File: src/rtl/fetch_exec_sequencer.sv
// Fetch/decode/execute control sequencer for the 8-bit accumulator CPU.
// Drives the instruction-memory handshake and the datapath strobes, and counts retired instructions.
module fetch_exec_sequencer #(
  parameter int unsigned CNT_W = 16
) (
  input  logic             CLK,
  input  logic             CLB,
  input  logic [7:0]       Opcode,
  input  logic             Z,
  input  logic             C,
  input  logic             MemAck,
  output logic             MemReq,
  output logic             LoadIR,
  output logic             IncPC,
  output logic             SelPC,
  output logic             LoadPC,
  output logic             LoadReg,
  output logic             LoadAcc,
  output logic [1:0]       SelAcc,
  output logic [3:0]       SelALU,
  output logic             Halted,
  output logic             Illegal,
  output logic [CNT_W-1:0] InstrCount
);

  typedef enum logic [2:0] {
    S_IDLE   = 3'd0,
    S_FETCH  = 3'd1,
    S_DECODE = 3'd2,
    S_EXEC   = 3'd3,
    S_IMM    = 3'd4,
    S_HALT   = 3'd5
  } state_t;

  localparam logic [3:0] OP_NOP  = 4'h0;
  localparam logic [3:0] OP_ADD  = 4'h1;
  localparam logic [3:0] OP_SUB  = 4'h2;
  localparam logic [3:0] OP_NOR  = 4'h3;
  localparam logic [3:0] OP_MOVR = 4'h4;
  localparam logic [3:0] OP_MOVA = 4'h5;
  localparam logic [3:0] OP_JZR  = 4'h6;
  localparam logic [3:0] OP_JZI  = 4'h7;
  localparam logic [3:0] OP_JCR  = 4'h8;
  localparam logic [3:0] OP_JCI  = 4'h9;
  localparam logic [3:0] OP_HALT = 4'hF;

  localparam logic [1:0] ACC_ALU  = 2'b10;
  localparam logic [3:0] ALU_PASS = 4'b0000;
  localparam logic [3:0] ALU_ADD  = 4'b0010;
  localparam logic [3:0] ALU_SUB  = 4'b0011;
  localparam logic [3:0] ALU_NOR  = 4'b0100;

  state_t           state_q, state_d;
  logic [CNT_W-1:0] cnt_q, cnt_d;
  logic             retire_s;
  logic             imm_flag_s;
  logic [3:0]       op_s;
  logic             unused_reg_idx_s;

  // The low nibble selects a register in the regfile and plays no part in sequencing.
  assign op_s             = Opcode[7:4];
  assign unused_reg_idx_s = ^Opcode[3:0];
  assign imm_flag_s       = (op_s == OP_JZI) ? Z : C;
  assign InstrCount       = cnt_q;

  // State and retired-instruction counter registers
  always_ff @(posedge CLK or negedge CLB) begin
    if (!CLB) begin
      state_q <= S_IDLE;
      cnt_q   <= {CNT_W{1'b0}};
    end else begin
      state_q <= state_d;
      cnt_q   <= cnt_d;
    end
  end

  // Next-state and Mealy strobe decode
  always_comb begin
    state_d  = state_q;
    retire_s = 1'b0;
    MemReq   = 1'b0;
    LoadIR   = 1'b0;
    IncPC    = 1'b0;
    SelPC    = 1'b0;
    LoadPC   = 1'b0;
    LoadReg  = 1'b0;
    LoadAcc  = 1'b0;
    SelAcc   = 2'b00;
    SelALU   = 4'b0000;
    Halted   = 1'b0;
    Illegal  = 1'b0;

    case (state_q)
      S_IDLE: begin
        state_d = S_FETCH;
      end

      S_FETCH: begin
        MemReq = 1'b1;
        if (MemAck) begin
          LoadIR  = 1'b1;
          IncPC   = 1'b1;
          state_d = S_DECODE;
        end else begin
          state_d = S_FETCH;
        end
      end

      S_DECODE: begin
        case (op_s)
          OP_NOP, OP_ADD, OP_SUB, OP_NOR,
          OP_MOVR, OP_MOVA, OP_JZR, OP_JCR: state_d = S_EXEC;
          OP_JZI, OP_JCI:                   state_d = S_IMM;
          OP_HALT: begin
            retire_s = 1'b1;
            state_d  = S_HALT;
          end
          default: begin
            Illegal = 1'b1;
            state_d = S_FETCH;
          end
        endcase
      end

      S_EXEC: begin
        retire_s = 1'b1;
        state_d  = S_FETCH;
        case (op_s)
          OP_ADD: begin
            SelALU  = ALU_ADD;
            SelAcc  = ACC_ALU;
            LoadAcc = 1'b1;
          end
          OP_SUB: begin
            SelALU  = ALU_SUB;
            SelAcc  = ACC_ALU;
            LoadAcc = 1'b1;
          end
          OP_NOR: begin
            SelALU  = ALU_NOR;
            SelAcc  = ACC_ALU;
            LoadAcc = 1'b1;
          end
          OP_MOVR: begin
            SelALU  = ALU_PASS;
            SelAcc  = ACC_ALU;
            LoadAcc = 1'b1;
          end
          OP_MOVA: begin
            LoadReg = 1'b1;
          end
          OP_JZR: begin
            if (Z) begin
              LoadPC = 1'b1;
            end else begin
              LoadPC = 1'b0;
            end
          end
          OP_JCR: begin
            if (C) begin
              LoadPC = 1'b1;
            end else begin
              LoadPC = 1'b0;
            end
          end
          default: begin
            LoadPC = 1'b0;
          end
        endcase
      end

      S_IMM: begin
        // The immediate byte is consumed either way: jump to it or step over it.
        MemReq = 1'b1;
        if (MemAck) begin
          retire_s = 1'b1;
          state_d  = S_FETCH;
          if (imm_flag_s) begin
            LoadPC = 1'b1;
            SelPC  = 1'b1;
          end else begin
            IncPC  = 1'b1;
          end
        end else begin
          state_d = S_IMM;
        end
      end

      S_HALT: begin
        Halted  = 1'b1;
        state_d = S_HALT;
      end

      default: begin
        state_d = S_IDLE;
      end
    endcase
  end

  // Retired-instruction counter, wraps naturally at 2^CNT_W
  always_comb begin
    if (retire_s) begin
      cnt_d = cnt_q + CNT_W'(1);
    end else begin
      cnt_d = cnt_q;
    end
  end

endmodule

File: config.mk
export PLATFORM = sky130hd
export DESIGN_NAME = fetch_exec_sequencer
export DESIGN_NICKNAME = d
export VERILOG_FILES = /design/src/rtl/fetch_exec_sequencer.sv
export SDC_FILE = /design/constraint.sdc
export NUM_CORES = 1
export LEC_CHECK = 0
export CORE_MARGIN = 8
export CORE_UTILIZATION = 30
export CTS_CLUSTER_SIZE = 10
export DETAILED_ROUTE_END_ITERATION = 10
export DONT_BUFFER_PORTS = 1
export PLACE_DENSITY_LB_ADDON = 0.2
export SLEW_MARGIN = 10
export SYNTH_ARGS = -nofsm -noshare
export SYNTH_HDL_FRONTEND = slang
export SYNTH_SLANG_ARGS = --single-unit
File: constraint.sdc
create_clock -name CLK -period 2.2 [get_ports CLK]
set_input_delay 0.66 -clock CLK [delete_from_list [all_inputs] [get_ports CLK]]
set_output_delay 0.66 -clock CLK [all_outputs]
set_load 0.03 [all_outputs]
Word-level counts from Yosys, hierarchy flattened
Cells that the tools add are included.

Flip-flop bits (word level): 19. Output and inout bits: 31. Input port bits: 13.

Mux-type cells: 31. $add $sub $neg: 1. Equality and inequality tests: 15. Reduce and logical (&&, ||, !) cells: 8.

Operators by type and width (number): $mux 1 (19); $pmux 3 s3 (2); $add 16x1->16 const B (1); $eq 4x3->1 const B (4); $pmux 3 s5 (1); $eq 4x4->1 const B (3); $reduce_or 11->1 (1); $eq 4x2->1 const B (2); $reduce_or 8->1 (1); $eq 3x2->1 const B (2); $eq 3x3->1 const B (2); $mux 2 (3); $mux 3 (2); $pmux 1 s2 (3); $reduce_or 2->1 (3); $eq 4x1->1 const B (1); $logic_not 4->1 (1); $reduce_or 4->1 (1); $eq 3x1->1 const B (1); $logic_not 3->1 (1); $pmux 1 s3 (1).

Logic depth before layout (Yosys ltp)
Depth after elaboration: 5. Mapped depth: 5. Gate-level depth less buffers: 4.

Worst setup path after synthesis
No wires, ideal clock.

Path kind: in2out. Start: input Opcode[4]. End: output LoadPC. Stages on the path: 5. Slack: -619 ps. Data arrival time: 2159 ps. Path through: buf_2 > nand4b_1 > mux2i_1 > nor3_1 > or2_2.

Longest elaborated chain between the ends: 5. Elaborated cells between the ends (all ways): 8. Those cells by class: 3 x eq/ne; 5 x mux.

RTL lines: from (decl) (line 8) `input logic [7:0] Opcode,`; $eq 4x3->1 (line 63) `assign imm_flag_s = (op_s == OP_JZI) ? Z : C;`; $mux 1 (line 63); $mux 1 (line 178) `if (imm_flag_s) begin`; $mux 1 (line 175) `if (MemAck) begin`; $pmux 1 s2 (*) (line 93) `case (state_q)`; to (decl) (line 16) `output logic LoadPC,`.

Mark *: on every way between the ends. The rest lies on a longest branch, timed or not.

Worst setup path after layout
Start: input Opcode[7]. End: output LoadPC.

The elaborated chain is that of the path after synthesis.

==> summary.md <==
| Metric | Value |
|---|---|
| Status | finished clean |
| Via count | 944 |
| Synth Area per Inst | 10.3 µm² |
| Max Clock Skew | 8.57 ps |
| Initial Util | 30.9% |
| Final setup fails | 0 |
| YS warnings | 0 |
| GR Util All Layers | 9.48% |
| Nets | 146 |
| N_diodes | 0 |
| Final hold viol count | 0 |
| Count of cell types in the netlist | 43 |
| Clk buf depth | 2 |
| H-tree depth | 1 |
| GRT overflow | 0 |
| Worst VDD drop | 0.410 mV |
| Synthesized area | 1230 µm² |
| Drt first-iter violations | 38 |
| Prevailing post-synth register cell | dfrtp_1 |
| CP max stage delay | 280 ps |
| Setup CP Type | in2out |
| Finished Layout Cells | 181 |
| Die area | 6400 µm² |
| Yosys top cell by area | dfrtp_1 |
| Worst setup path start | Opcode[7] |
| Wire per inst | 16.3 µm |
| RePlAce Congestion | 0.752 |
| Critical Path AT | 1540 ps |
| Drt drc | 0 |
| Post-synthesis register bit count | 19 |
| First-pass GRT wire length | 4800 µm |
| Maximum fanout along the worst path | 9 |
| Largest net degree at the start of global routing | 20 |
| Seq/Total Area, Yosys | 38.7% |
| Hold Buf Count CTS | 0 |
| Pleak | 0.000579 µW |
| Max-cap violation count | 0 |
| Pre-antenna DRT Iters | 4 |
| Final min period | 2200 ps |
| Fraction of registers with async set/reset | 100% |
| Maximum clock rate | 455 MHz |
| Synth area leaders | dfrtp_1, xor2_1, nor4b_2, nor3_2, nand2b_1 |
| Detailed Route WL | 2960 µm |
| Core Region | 3970 µm² |
| Vias per inst | 5.22 |
| Worst reg2reg path startpoint | state_q[2]$_DFF_PN0_ |
| Number of global-route vias before repair | 942 |
| Num CTS Buffers | 3 |
| Clock Latency Late Sink | 260 ps |
| I/O Buffers | 0 |
| Root buf cell | clkbuf_8 |
| DIE WIDTH | 80.0 µm |
| Number of antenna violations at the first check in global routing | 0 |
| Final Cycle Share | 99.9% |
| Top cell type's share of synthesized area | 38.7% |
| Hold Path Class | in2async |
| # IOs | 44 |
| CTS tree | done |
| Share of cells above drive strength 1 | 35.9% |
| Hpwl dp | 2220 µm |
| RSZ-0062 raised after global routing | yes |
| Max Slew Vio Count | 0 |
| CP Launch Type | primary input |
| PwrDens | 1090 nW/µm² |
| Worst Path Required | 1540 ps |
| Total power draw | 1640 µW |
| Slowest CP cell | or2_4 |
| Dpl cells | 176 |
| DRT antenna net count | 0 |
| Die height | 80.0 µm |
| Cell-by-cell trace of the critical path | nand4b_1 -> mux2i_2 -> buf_4 -> nor3_4 -> or2_4 |
| EDFF count, synth | 0 |
| CP endpoint kind | output pin |
| Cells after Synth | 119 |
| Rows | 23 |
| Clock slew at reported path FFs | 80 ps |
| CTS sink cnt | 19 |
| Synth-to-Final Area Change | 22.3% |
==> cell usage after synthesis (all sizes together) (3+ instances only) <==
master	count
a21oi	6
o21ai	3
nand2b	6
nand3	3
buf	7
xor2	14
nor4b	5
dfrtp	19
nor3b	5
nor3	9
nor2	6
nand2	8
==> critical path: cells and delay by family <==
family                 cells  cell delay [ps]
and+or+nand+nor            3              510
muxes                      1              220
buffers and inverters      1              150
==> sequential cells by signal, indices dropped and copies added (netlist names) <==
name,flops
state_q,3
InstrCount,16
==> placed cells by master, fill, tap and decap left out, drive strengths merged, types with 3 or more instances in the layout <==
master   n
clkbuf   3
o21ai    3
dfrtp   19
nand2b   6
a21oi    6
nand2    8
nand3    3
nor4b    5
xor2    14
nor3     9
nor2     6
nor3b    5
buf     15
==> cells by family (layout without fill, tap and decap cells) <==
logic type               count (synthesis)  in the layout  share of synthesized area, %
XOR/XNOR                                16             16                          11.4
adder cells (fa/ha/maj)                  1              1                          1.02
AO/OA/AOI/OAI                           15             15                          8.55
buffers and inverters                    9             20                          4.48
flip-flops                              19             19                          38.7
multiplexers                             2              2                          1.73
other                                    1              2                         0.305
AND/OR/NAND/NOR                         56             56                          33.8
==> final timing paths <==
kind                                               to  slack, ps  cells past startpoint
setup / recovery                               LoadPC          2                      5
hold / removal             InstrCount[13]$_DFFE_PN0P_         80                      0
setup reg to reg           InstrCount[11]$_DFFE_PN0P_        410                      5
hold reg to reg                  state_q[0]$_DFF_PN0_        600                      2
max in group asynchronous        state_q[0]$_DFF_PN0_       2040                      0
min in group CLK                 state_q[2]$_DFF_PN0_        540                      2
==> power breakdown <==
part | internal (µW) | switching [µW] | leakage (µW) | total, µW
combinational | 285 | 428 | 0.000336 | 713
clock | 126 | 125 | 0.0000255 | 252
sequential | 436 | 244 | 0.000217 | 680
==> layout make-up <==
cell class	instances	area, µm²
well taps	50	62.6
flip-flops and latches	19	477
multi-input cells	92	777
repair buffers	15	136
fillers	375	2470
clock buffers	3	41.3
inverters	1	3.75
clock inverters	1	5.00
==> timing repair <==
action / CTS / global route
cloned: 0 / 0
hold endpoints to repair: 0 / 0
buffers inserted: 1 / 0
resized for setup: 2 / 6
setup endpoints to repair: 5 / 9
==> metal layers <==
metal  track usage (%)  up-vias  part of all wire [%]
li1                  -      446                     -
met1              11.1      458                    41
met2              15.0       36                    47
met3              3.49        4                    10
met4              4.36        0                   1.7
met5                 0        -                     0
==> metrics by stage <==
stage / worst slack (ps) / hold slack (ps) / setup TNS [ps] / util [%] / area, µm²
final: 1.93 / 82.3 / 0 / 37.8 / 1500
after global routing: -52.2 / 60.6 / -277 / 37.8 / 1500
after CTS: -7.27 / 81.2 / -7.27 / 37.2 / 1480
after detailed placement: -5.93 / 365 / -5.93 / 35.7 / 1420
after global placement: 11.9 / 365 / 0 / 35.7 / 1420
after floorplan: -123 / 364 / -310 / - / 1320
Power figures use the tool's default switching activity.
